**src/rtl/rr_arb4_enc.sv**
```systemverilog
// rr_arb4_enc: 4-requester round-robin arbiter with an encoded grant index and a
// hold-limit timer. Every grant is followed by at least one idle cycle, so the
// downstream 2:4 decoder never hands its one-hot enable directly between channels.
// The holder's "finished" input is named gnt_release because `release` is a
// reserved word in SystemVerilog.
module rr_arb4_enc #(
  parameter int unsigned HOLD_MAX = 15,
  parameter int unsigned CNT_W    = 4
) (
  input  logic       clk,
  input  logic       rst,
  input  logic [3:0] req,
  input  logic       gnt_release,
  output logic [1:0] gnt_idx,
  output logic       gnt_valid,
  output logic       timeout
);

  localparam int unsigned NREQ = 4;
  localparam logic [CNT_W-1:0] HOLD_LAST = CNT_W'(HOLD_MAX - 1);

  localparam logic [0:0] IDLE  = 1'b0;
  localparam logic [0:0] GRANT = 1'b1;

  logic [0:0]       state, state_nxt;
  logic [1:0]       ptr, ptr_nxt;
  logic [CNT_W-1:0] hold_cnt, hold_nxt;
  logic [1:0]       idx_nxt;
  logic             valid_nxt;
  logic             timeout_nxt;

  logic [1:0]       winner;
  logic [1:0]       scan_idx;
  logic             found;

  // Round-robin scan: first requester at or after ptr, wrapping modulo 4.
  always_comb begin
    winner   = ptr;
    scan_idx = ptr;
    found    = 1'b0;
    for (int unsigned i = 0; i < NREQ; i++) begin
      scan_idx = 2'(ptr + 2'(i));
      if (!found && req[scan_idx]) begin
        winner = scan_idx;
        found  = 1'b1;
      end
    end
  end

  // Next-state and next-output logic.
  always_comb begin
    state_nxt   = state;
    ptr_nxt     = ptr;
    hold_nxt    = hold_cnt;
    idx_nxt     = gnt_idx;
    valid_nxt   = 1'b0;
    timeout_nxt = 1'b0;
    case (state)
      IDLE: begin
        if (found) begin
          state_nxt = GRANT;
          idx_nxt   = winner;
          valid_nxt = 1'b1;
          hold_nxt  = '0;
        end
      end
      GRANT: begin
        if (gnt_release || !req[gnt_idx]) begin
          // Normal exit; takes precedence over a simultaneous hold limit.
          state_nxt = IDLE;
          ptr_nxt   = 2'(gnt_idx + 2'd1);
          hold_nxt  = '0;
        end else if (hold_cnt == HOLD_LAST) begin
          // Forced exit: grant held for HOLD_MAX cycles.
          state_nxt   = IDLE;
          ptr_nxt     = 2'(gnt_idx + 2'd1);
          hold_nxt    = '0;
          timeout_nxt = 1'b1;
        end else begin
          valid_nxt = 1'b1;
          hold_nxt  = CNT_W'(hold_cnt + 1'b1);
        end
      end
      default: begin
        state_nxt = IDLE;
      end
    endcase
  end

  // State and output registers with synchronous reset.
  always_ff @(posedge clk) begin
    if (rst) begin
      state     <= IDLE;
      ptr       <= '0;
      hold_cnt  <= '0;
      gnt_idx   <= '0;
      gnt_valid <= 1'b0;
      timeout   <= 1'b0;
    end else begin
      state     <= state_nxt;
      ptr       <= ptr_nxt;
      hold_cnt  <= hold_nxt;
      gnt_idx   <= idx_nxt;
      gnt_valid <= valid_nxt;
      timeout   <= timeout_nxt;
    end
  end

endmodule

```
**config.mk**
```make
export PLATFORM = sky130hd
export DESIGN_NAME = rr_arb4_enc
export DESIGN_NICKNAME = d
export VERILOG_FILES = /design/src/rtl/rr_arb4_enc.sv
export SDC_FILE = /design/constraint.sdc
export NUM_CORES = 1
export LEC_CHECK = 0
export BUFFER_PORTS_ARGS = -buffer_cell sky130_fd_sc_hd__buf_2
export CORE_AREA = 2 2 39 41
export DETAILED_ROUTE_END_ITERATION = 6
export DIE_AREA = 0 0 41 43
export HOLD_SLACK_MARGIN = 0.08
export PLACE_DENSITY = 0.68
export SYNTH_ARGS = -nofsm -noshare
export SYNTH_HDL_FRONTEND = slang
export SYNTH_SLANG_ARGS = --single-unit
```
**constraint.sdc**
```tcl
create_clock -name clk -period 1.4 [get_ports clk]
set_clock_uncertainty 0.05 [all_clocks]
set_input_delay 0.42 -clock clk [delete_from_list [all_inputs] [get_ports clk]]
set_output_delay 0.42 -clock clk [all_outputs]
set_load 0.1 [all_outputs]
```
==> impl_metrics.json <==
{
  "status": "finished, violations left",
  "violations": "negative setup slack",
  "power_mw": 0.792,
  "pwr-share-clk_pct": 25.2,
  "overflow": 0,
  "diodes": 0,
  "via_per_inst": 5.60,
  "drc": 0,
  "gp_congestion": 0.786,
  "cp.required_ns": 1.53,
  "p_sw_mw": 0.265,
  "clk_pin_slew_ns": 0.06,
  "synth.avg_cell_area_um2": 8.45,
  "p_seq_share_pct": 42.4,
  "crit_path_max_incr_delay_ns": 0.39,
  "worst_pin_slew_ns": 0.290,
  "critPathLaunchType": "flip-flop",
  "cts-root-buf": "clkbuf_4",
  "grt_max_degree": 11,
  "firstDrtPassIters": 4,
  "wl_per_cell_um": 13.0,
  "cts_tree": "done",
  "path_buf_inv": 0,
  "final_cell_mix": "buf_4 (7), nor2_1 (6), dfxtp_1 (6), buf_2 (6)",
  "synth_cells": 69,
  "cap_violations": 0,
  "dr.first_iter.drc_count": 11,
  "drt-total-wl_um": 1370,
  "synthMuxAreaShare_pct": 4.29,
  "fin_tns_setup_ns": -0.00411,
  "vias": 594,
  "path_cells": "mux2_4, o2bb2ai_4, a21bo_1, a211oi_2",
  "ir_drop_mv": 0.748,
  "finalCritPeriodShare_pct": 100,
  "numCtsBuffers": 3,
  "synth_top_family_by_area": "compound AO/OA/AOI/OAI gates",
  "synth_compound_area_share_pct": 29.2,
  "worstHoldPathType": "flip-flop to flip-flop",
  "async_flop_share_pct": 0,
  "fmax_mhz": 712,
  "synthToLayoutAreaGrowth_pct": 46.1,
  "fin_ws_ns": -0.00411,
  "clock-sinks": 10,
  "switching_share_pct": 33.5,
  "io_buffers": 10,
  "p_int_mw": 0.527,
  "path_class": "flip-flop to flip-flop",
  "htree_levels": 1,
  "fin_util_pct": 61.6,
  "start_util_pct": 42.1,
  "rrSetupSlack_ns": -0.004,
  "coreArea_mm2": 0.00138,
  "grt_pass1_vias": 535,
  "syn_nets": 78,
  "cp.arrival_ns": 1.54,
  "ys_warn_count": 0,
  "track_usage_pct": 19.1,
  "drive_gt1_share_pct": 37.8,
  "pin_count": 11,
  "p_leak_nw": 0.329,
  "dieArea_mm2": 0.00176,
  "synthAdderAreaFrac_pct": 4.29,
  "antenna_found_initial": 0,
  "yosys.area_share.xor_xnor_pct": 1.50,
  "cts_hold_buffers": 0,
  "critPathSlowestCell": "dfxtp_4",
  "grt_pass1_wl_um": 2220,
  "ant_nets": 0,
  "end_kind": "flip-flop",
  "die_y_um": 43,
  "fin_area_um2": 852,
  "final_common_cell": "buf_4",
  "min_period_ns": 1.40,
  "rsz0062_at_grt": "true",
  "clock_path_buffers": 2,
  "crit_path_max_fanout": 8,
  "final-setup-viol-count": 1,
  "ys_types": 33,
  "cpLargestDelayFamily": "compound AO/OA/AOI/OAI gates",
  "die_x_um": 41,
  "clock_latency_ns": 0.26,
  "maxSlewViolCount": 0,
  "row_count": 14,
  "synth-simple-area-share_pct": 23.8,
  "seq_area_frac_synth_pct": 34.3,
  "synth-main-ff-cell": "dfxtp_1",
  "placed_cell_area_um2": 786,
  "synth_enable_flop_cells": 0,
  "ys_ff_latch": 10,
  "nNetsFinal": 100,
  "finalHoldViolations": 0,
  "synthesis.area_um2": 583,
  "slew-limit-headroom_pct": 80.3,
  "powerDensity_mw_per_mm2": 929,
  "hpwlAfterDp_um": 1030,
  "pwr-share-comb_pct": 32.4
}
## power by group through the flow
stage | combinational, mW | clock [mW] | sequential (mW)
finish | 0.257 | 0.200 | 0.336
floorplan | 0.0955 | 0 | 0.390
global route | 0.275 | 0.227 | 0.338
detailed placement | 0.241 | 0 | 0.338
global placement | 0.238 | 0 | 0.337
CTS | 0.250 | 0.211 | 0.331
## worst paths after layout
| kind | to | cells after the start | startpoint |
|---|---|---|---|
| worst max-delay path | ptr[1] | 4 | gnt_idx[1] |
| worst min register to register | ptr[0] | 1 | gnt_idx[0] |
| worst min-delay path | ptr[0] | 1 | gnt_idx[0] |
| worst max register to register | ptr[1] | 4 | gnt_idx[1] |
## cell usage after synthesis, types with 2 or more instances
master,instances,share of area (%)
dfxtp_1,10,34
nor2_1,6,3.9
nand2_1,5,3.2
o21ai_0,5,4.3
a21oi_1,4,3.4
nand3_1,4,3.4
a31oi_1,3,3.2
inv_1,3,1.9
a21boi_0,2,2.6
and3_1,2,2.1
ha_1,2,4.3
nor2b_1,2,2.1
## kinds of logic (layout without fill, tap and decap cells)
logic type	Yosys count	after routing
AOI/OAI and AO/OA	24	24
muxes	2	2
and+or+nand+nor	26	26
adders and majority gates	2	2
DFF	10	10
buffers and inverters	4	25
xor gates and xnor gates	1	1
## flip-flops by register name, summed over array words and instances, names as in the netlist
name,count
hold_cnt,4
timeout,1
ptr,2
gnt_idx,2
state,1
## through the flow
step / setup slack (ns) / hold WS (ns) / cells
2_1_floorplan: -0.136 / 0.410 / 69
3_3_place_gp: -0.148 / 0.431 / 101
3_5_place_dp: -0.195 / 0.441 / 101
4_1_cts: -0.00821 / 0.455 / 106
5_1_grt: -0.0298 / 0.462 / 106
6_report: -0.00411 / 0.452 / 106
## routing by layer
metal  vias up  routed length (um)  track usage (%)  share of wire [%]
li1        302                   -                -                  -
met1       281                 609             22.5                 44
met2         9                 703             28.1                 51
met3         2                  43             7.85                3.1
met4         0                  17             10.0                1.2
met5         -                   0                0                  0
## area by class of cell
type / instances / area (um2)
well taps: 16 / 20.0
repair buffers: 18 / 174
multi-input cells: 55 / 408
fillers: 115 / 532
flip-flops and latches: 10 / 213
clock buffers: 4 / 26.3
inverters: 3 / 11.3
## timing repair
item,CTS,global route
pin swaps,2,2
resized for setup,3,5
hold endpoints to repair,0,0
setup buffers,1,0
endpoints found under the setup margin,3,4
Power figures use the tool's default switching activity.
